$ cat config.mk
export PLATFORM = sky130hd
export DESIGN_NAME = back1_vram_arbiter
export DESIGN_NICKNAME = d
export VERILOG_FILES = /design/src/rtl/back1_ctrl_pkg.sv /design/src/rtl/back1_scroll_shadow.sv /design/src/rtl/back1_vram_arbiter.sv
export SDC_FILE = /design/constraint.sdc
export NUM_CORES = 1
export LEC_CHECK = 0
export ABC_AREA = 1
export BUFFER_PORTS_ARGS = -buffer_cell sky130_fd_sc_hd__buf_4
export CORE_ASPECT_RATIO = 0.5
export CORE_UTILIZATION = 48
export DETAILED_ROUTE_END_ITERATION = 10
export PLACE_DENSITY = 0.82
export SLEW_MARGIN = 0
export SYNTH_ARGS = -nofsm -noshare
export SYNTH_HDL_FRONTEND = slang
export SYNTH_SLANG_ARGS = --single-unit
$ cat constraint.sdc
create_clock -name clk -period 2 [get_ports clk]
set_clock_uncertainty 0.05 [all_clocks]
set_input_delay 0.3 -clock clk [delete_from_list [all_inputs] [get_ports clk]]
set_output_delay 0.3 -clock clk [all_outputs]
set_load 0.01 [all_outputs]
$ cat src/rtl/back1_ctrl_pkg.sv
// Shared types and constants for the Back1 background-layer VRAM arbiter.
package back1_ctrl_pkg;

  typedef enum logic [1:0] {
    ST_IDLE   = 2'd0,
    ST_ACCESS = 2'd1,
    ST_ACK    = 2'd2,
    ST_HOLD   = 2'd3
  } arb_state_e;

  localparam int PH_W = 3;

  localparam int DEF_ADDR_W       = 13;
  localparam int DEF_VIDEO_PHASES = 4;
  localparam int DEF_VLK_PHASE    = 1;
  localparam int DEF_LA_PHASE     = 3;

  localparam int          SCROLL_W = 9;
  localparam logic [7:0]  VD_IDLE  = 8'hFF;

endpackage

$ cat src/rtl/back1_scroll_shadow.sv
// Holds CPU scroll writes and replays them onto the shared VD bus at line start:
// Y in the first clk after line_start, X in the second.
module back1_scroll_shadow
  import back1_ctrl_pkg::*;
(
  input  logic                clk,
  input  logic                rst_n,
  input  logic                line_start,
  input  logic                sx_wr,
  input  logic                sy_wr,
  input  logic [SCROLL_W-1:0] scroll_d,
  output logic                b1sx,
  output logic                b1sy,
  output logic [7:0]          scroll_vd,
  output logic                b1x8,
  output logic                b1y8
);

  logic [SCROLL_W-1:0] y_q, x_q, snap_x_q;
  logic                pend_y_q, pend_x_q, snap_v_q, slot2_q;
  logic                sy_q, sx_q, y8_q, x8_q;
  logic [7:0]          vd_q;

  always_ff @(posedge clk or negedge rst_n) begin
    if (!rst_n) begin
      y_q      <= '0;
      x_q      <= '0;
      snap_x_q <= '0;
      pend_y_q <= 1'b0;
      pend_x_q <= 1'b0;
      snap_v_q <= 1'b0;
      slot2_q  <= 1'b0;
      sy_q     <= 1'b0;
      sx_q     <= 1'b0;
      y8_q     <= 1'b0;
      x8_q     <= 1'b0;
      vd_q     <= VD_IDLE;
    end else begin
      sy_q    <= 1'b0;
      sx_q    <= 1'b0;
      vd_q    <= VD_IDLE;
      slot2_q <= 1'b0;
      // X is snapshotted at line_start so writes landing in the apply window wait a line
      if (line_start) begin
        slot2_q  <= 1'b1;
        snap_v_q <= pend_x_q;
        snap_x_q <= x_q;
        if (pend_y_q) begin
          sy_q <= 1'b1;
          vd_q <= y_q[7:0];
          y8_q <= y_q[8];
        end
      end else if (slot2_q && snap_v_q) begin
        sx_q <= 1'b1;
        vd_q <= snap_x_q[7:0];
        x8_q <= snap_x_q[8];
      end
      pend_y_q <= sy_wr | (pend_y_q & ~line_start);
      pend_x_q <= sx_wr | (pend_x_q & ~line_start);
      if (sy_wr) y_q <= scroll_d;
      if (sx_wr) x_q <= scroll_d;
    end
  end

  assign b1sy      = sy_q;
  assign b1sx      = sx_q;
  assign scroll_vd = vd_q;
  assign b1y8      = y8_q;
  assign b1x8      = x8_q;

endmodule

$ cat src/rtl/back1_vram_arbiter.sv
// Back1 tile-period sequencer: video-fetch strobes, CPU access windows with a
// req/ack handshake, and line-start scroll register loading.
module back1_vram_arbiter
  import back1_ctrl_pkg::*;
#(
  parameter int ADDR_W       = DEF_ADDR_W,
  parameter int VIDEO_PHASES = DEF_VIDEO_PHASES,
  parameter int VLK_PHASE    = DEF_VLK_PHASE,
  parameter int LA_PHASE     = DEF_LA_PHASE
) (
  input  logic              clk,
  input  logic              VIDEO_RSTn,
  input  logic              pix_ce,
  input  logic              line_start,
  input  logic              hblank,
  input  logic              cpu_req,
  input  logic              cpu_we,
  input  logic [ADDR_W-1:0] cpu_addr,
  input  logic [7:0]        cpu_wdata,
  output logic [7:0]        cpu_rdata,
  output logic              cpu_ack,
  output logic              cpu_wait,
  output logic              V_C,
  output logic              VLK,
  output logic              LA,
  output logic              vram_cen,
  output logic              vram_we,
  output logic [ADDR_W-1:0] vram_addr,
  output logic [7:0]        vram_wdata,
  input  logic [7:0]        vram_q,
  input  logic              sx_wr,
  input  logic              sy_wr,
  input  logic [8:0]        scroll_d,
  output logic              B1SX,
  output logic              B1SY,
  output logic [7:0]        scroll_vd,
  output logic              B1X8,
  output logic              B1Y8
);

  localparam logic [PH_W-1:0] VID_END = PH_W'(VIDEO_PHASES);
  localparam logic [PH_W-1:0] VLK_PH  = PH_W'(VLK_PHASE);
  localparam logic [PH_W-1:0] LA_PH   = PH_W'(LA_PHASE);
  localparam logic [PH_W-1:0] PH_LAST = {PH_W{1'b1}};

  logic [PH_W-1:0] ph_q, ph_d;
  arb_state_e      state_q, state_d;
  logic [7:0]      rdata_q, rdata_d;
  logic            video_ce;
  logic            grant;

  always_comb begin
    ph_d = ph_q;
    if (line_start)  ph_d = '0;
    else if (pix_ce) ph_d = ph_q + 1'b1;
  end

  always_ff @(posedge clk or negedge VIDEO_RSTn) begin
    if (!VIDEO_RSTn) begin
      ph_q    <= '0;
      state_q <= ST_IDLE;
      rdata_q <= 8'hFF;
    end else begin
      ph_q    <= ph_d;
      state_q <= state_d;
      rdata_q <= rdata_d;
    end
  end

  assign video_ce = pix_ce & ~hblank;
  assign VLK      = video_ce & (ph_q == VLK_PH);
  assign LA       = video_ce & (ph_q == LA_PH);
  assign V_C      = hblank | (ph_q >= VID_END);

  // A grant on the last phase edge would put the access into phase 0 of the next tile.
  assign grant = V_C & ~line_start & ~(video_ce & (ph_q == PH_LAST));

  always_comb begin
    state_d    = state_q;
    rdata_d    = rdata_q;
    cpu_rdata  = rdata_q;
    cpu_ack    = 1'b0;
    vram_cen   = 1'b0;
    vram_we    = 1'b0;
    vram_addr  = '0;
    vram_wdata = '0;
    case (state_q)
      ST_IDLE: begin
        if (cpu_req && grant) state_d = ST_ACCESS;
      end
      ST_ACCESS: begin
        vram_cen   = 1'b1;
        vram_we    = cpu_we;
        vram_addr  = cpu_addr;
        vram_wdata = cpu_wdata;
        state_d    = ST_ACK;
      end
      ST_ACK: begin
        cpu_ack = 1'b1;
        if (!cpu_we) begin
          rdata_d   = vram_q;
          cpu_rdata = vram_q;
        end
        state_d = ST_HOLD;
      end
      ST_HOLD: begin
        if (!cpu_req) state_d = ST_IDLE;
      end
      default: state_d = ST_IDLE;
    endcase
  end

  assign cpu_wait = cpu_req & ((state_q == ST_IDLE) | (state_q == ST_ACCESS));

  back1_scroll_shadow u_scroll (
    .clk        (clk),
    .rst_n      (VIDEO_RSTn),
    .line_start (line_start),
    .sx_wr      (sx_wr),
    .sy_wr      (sy_wr),
    .scroll_d   (scroll_d),
    .b1sx       (B1SX),
    .b1sy       (B1SY),
    .scroll_vd  (scroll_vd),
    .b1x8       (B1X8),
    .b1y8       (B1Y8)
  );

endmodule

==> out/results.tsv <==
metric	value	unit
required	1.65	ns
p_sw_share	30.7	%
postRouteAntennaNets	0	
synth-edff-count	0	
maxSlewHeadroom	55.3	%
track_usage	19.2	%
avgSynthCellArea	9.95	sq um
max_freq	517	MHz
synth_top_flop_cell	dfrtp_1	
ctsRootBufferMaster	clkbuf_8	
nFillCells	337	
r2r_cells	8	
synth_commonest_cells	nand2_1 (55), inv_1 (49), dfrtp_1 (40)	
first_pass_iters	4	
min_period_over_period	96.7	%
grt_max_degree	57	
combPwrFrac	37.6	%
worstHoldPathType	in2reg	
yosysMostFrequentCell	nand2_1	
nNetsFinal	397	
clock_latency	0.30	ns
die_area	0.00537	sq mm
port_buffers	94	
powerDensity	1070	mW/mm^2
critPathKind	reg2out	
synth_compound_area_share	8.14	%
worst_pin_slew	0.670	ns
netlist_area	0.00243	sq mm
synth_warnings	0	
synth.distinct_cells	21	
ys_seq_area_share	58.5	%
die_width	103	um
max_cap_violations	0	
drc	0	
synth_top_area_share	41.2	%
place_hpwl	3.59	mm
grt-ovfl-total	0	
power.share.clock	21.3	%
io_pins	95	
vias	1871	
cts_buffer_depth	2	
crit_path_end_kind	output port	
start_kind	flip-flop	
grt_antenna_before_repair	0	
leakage	1.86	nW
status	finished, final reports clean	
syn_to_final_growth	38.0	%
wl_per_cell	12.2	um
grt_pass1_wl	7.73	mm
tritoncts	done	
clkSlewWorstSetupHoldPaths	0.10	ns
numCtsBuffers	5	
cts_max_level	2	
tns	0	ns
synthAdderAreaFrac	4.64	%
min_path_cells	3	
muxShareOfSynthArea	7.88	%
cts.sinks	56	
synthCells	244	
yosys.area_share.simple	11.3	%
core_region_area	0.00462	sq mm
setup_viol	0	
seqCellArea	0.00142	sq mm
rsz0062_at_grt	no	
syn-num-nets	300	
vdd_drop_max	0.000510	V
core.rowCount	17	
ys_async_sr_fraction	100	%
seqPwrFrac	41.2	%
gp_congestion	0.726	
final-hold-violation-count	0	
drtIter0Drc	60	
layout_min_cycle_time	1.93	ns
synth_top_family_by_area	simple AND/OR/NAND/NOR gates	
vias_per_cell	4.59	
multi_input_area	793	sq um
drv_slew	0	
total_power	3.58	mW
synth.largest_area_cell	dfrtp_1	
p_sw	1.10	mW
drive_gt1_share	42.4	%
diodes	0	
start_util	52.6	%
cp_max_fo	8	
synth_seq_cells	56	
drt_wl_total	4.99	mm
grt_pass1_vias	1763	
yosys.area_share.xor_xnor	0	%
cp_data_arrival_time	1.58	ns
fp.dieH	52.3	um
intPower	2.48	mW
ys_top_cells_by_area	dfrtp_1 (41%), dfstp_2 (17%), nand2_1 (8.5%)	
stage by stage:
stage / hold slack, ns / cells / setup WS [ns] / cell area (sq um) / utilization [%]
after floorplan: -0.0456 / 244 / 0.406 / 2430 / -
after global placement: 0.316 / 398 / 0.286 / 3190 / 69.2
after detailed placement: 0.334 / 398 / 0.210 / 3190 / 69.2
after CTS: 0.152 / 408 / 0.0404 / 3340 / 72.3
after global routing: 0.157 / 408 / 0.00685 / 3350 / 72.6
final: 0.154 / 408 / 0.0667 / 3350 / 72.6
logic make-up after synthesis:
logic type | after synthesis
fa+ha+maj | 9
buf+inv | 59
compound gates | 34
simple gates | 69
mux | 17
flops | 56
power groups by stage:
stage | clock (mW) | combinational, mW | sequential (mW)
2_1_floorplan | 0 | 0.681 | 1.49
3_3_place_gp | 0 | 1.26 | 1.48
3_5_place_dp | 0 | 1.31 | 1.49
4_1_cts | 0.779 | 1.35 | 1.47
5_1_grt | 0.817 | 1.50 | 1.49
6_report | 0.763 | 1.35 | 1.48
worst max-delay path: stages (launching register included):
cell and delay (ns):
dfrtp_1 0.45, ha_4 0.20, nand2_4 0.12, mux2_2 0.37, buf_4 0.15
worst paths after layout:
check	to	slack, ns	start
min in group asynchronous	u_scroll.snap_x_q[2]$_DFFE_PN0P_	0.50	VIDEO_RSTn
min	u_scroll.y_q[5]$_DFFE_PN0P_	0.15	scroll_d[5]
min reg2reg	u_scroll.pend_y_q$_DFF_PN0_	0.44	u_scroll.pend_y_q$_DFF_PN0_
max	cpu_rdata[2]	0.07	state_q[1]$_DFFE_PN0P_
max reg2reg	state_q[0]$_DFFE_PN0P_	0.57	ph_q[0]$_DFFE_PN0P_
max in group asynchronous	ph_q[2]$_DFFE_PN0P_	0.94	VIDEO_RSTn
layout make-up:
| type | count | area share [%] |
|---|---|---|
| Clock buffer | 6 | 2.46 |
| Multi-Input combinational cell | 129 | 23.7 |
| Clock inverter | 2 | 1.16 |
| Sequential cell | 56 | 42.4 |
| Timing Repair Buffer | 98 | 22.1 |
| Tap cell | 66 | 2.46 |
| Inverter | 51 | 5.71 |
per-layer routing:
| layer | share of wire [%] | GRT usage [%] | vias to the layer above | routed length, um |
|---|---|---|---|---|
| li1 | - | - | 942 | - |
| met2 | 52 | 36.4 | 56 | 2610 |
| met3 | 6.4 | 3.47 | 5 | 318 |
| met4 | 0.80 | 6.19 | 0 | 40 |
| met1 | 41 | 22.2 | 868 | 2020 |
| met5 | 0 | 0 | - | 0 |
sequential cells by signal, summed over array words and instances, names as in the netlist:
name,count
u_scroll.snap_x_q,9
u_scroll.x_q,9
u_scroll.y_q,9
rdata_q,8
u_scroll.scroll_vd,8
ph_q,3
state_q,2
u_scroll.b1sx,1
u_scroll.b1sy,1
u_scroll.b1x8,1
u_scroll.b1y8,1
u_scroll.pend_x_q,1
u_scroll.pend_y_q,1
u_scroll.slot2_q,1
u_scroll.snap_v_q,1
what timing repair did:
item / in CTS / in global routing
endpoints found under the setup margin: 8 / 11
endpoints found under the hold margin: 8 / 0
pin swaps: 1 / 1
gates resized for setup: 2 / 3
buffers inserted: 1 / 0
hold buffers: 1 / 0
cell usage in the layout (no fill, tap or decap), types with 4 or more instances in the layout:
| cell type | instances |
|---|---|
| a22oi_1 | 8 |
| buf_4 | 96 |
| clkbuf_8 | 6 |
| dfrtp_1 | 40 |
| dfstp_2 | 16 |
| ha_1 | 8 |
| inv_1 | 48 |
| mux2_2 | 17 |
| nand2_1 | 55 |
| nand3_1 | 4 |
| nor2_1 | 6 |
| o21ai_0 | 20 |
No activity file was read; power rests on OpenSTA's default activity.
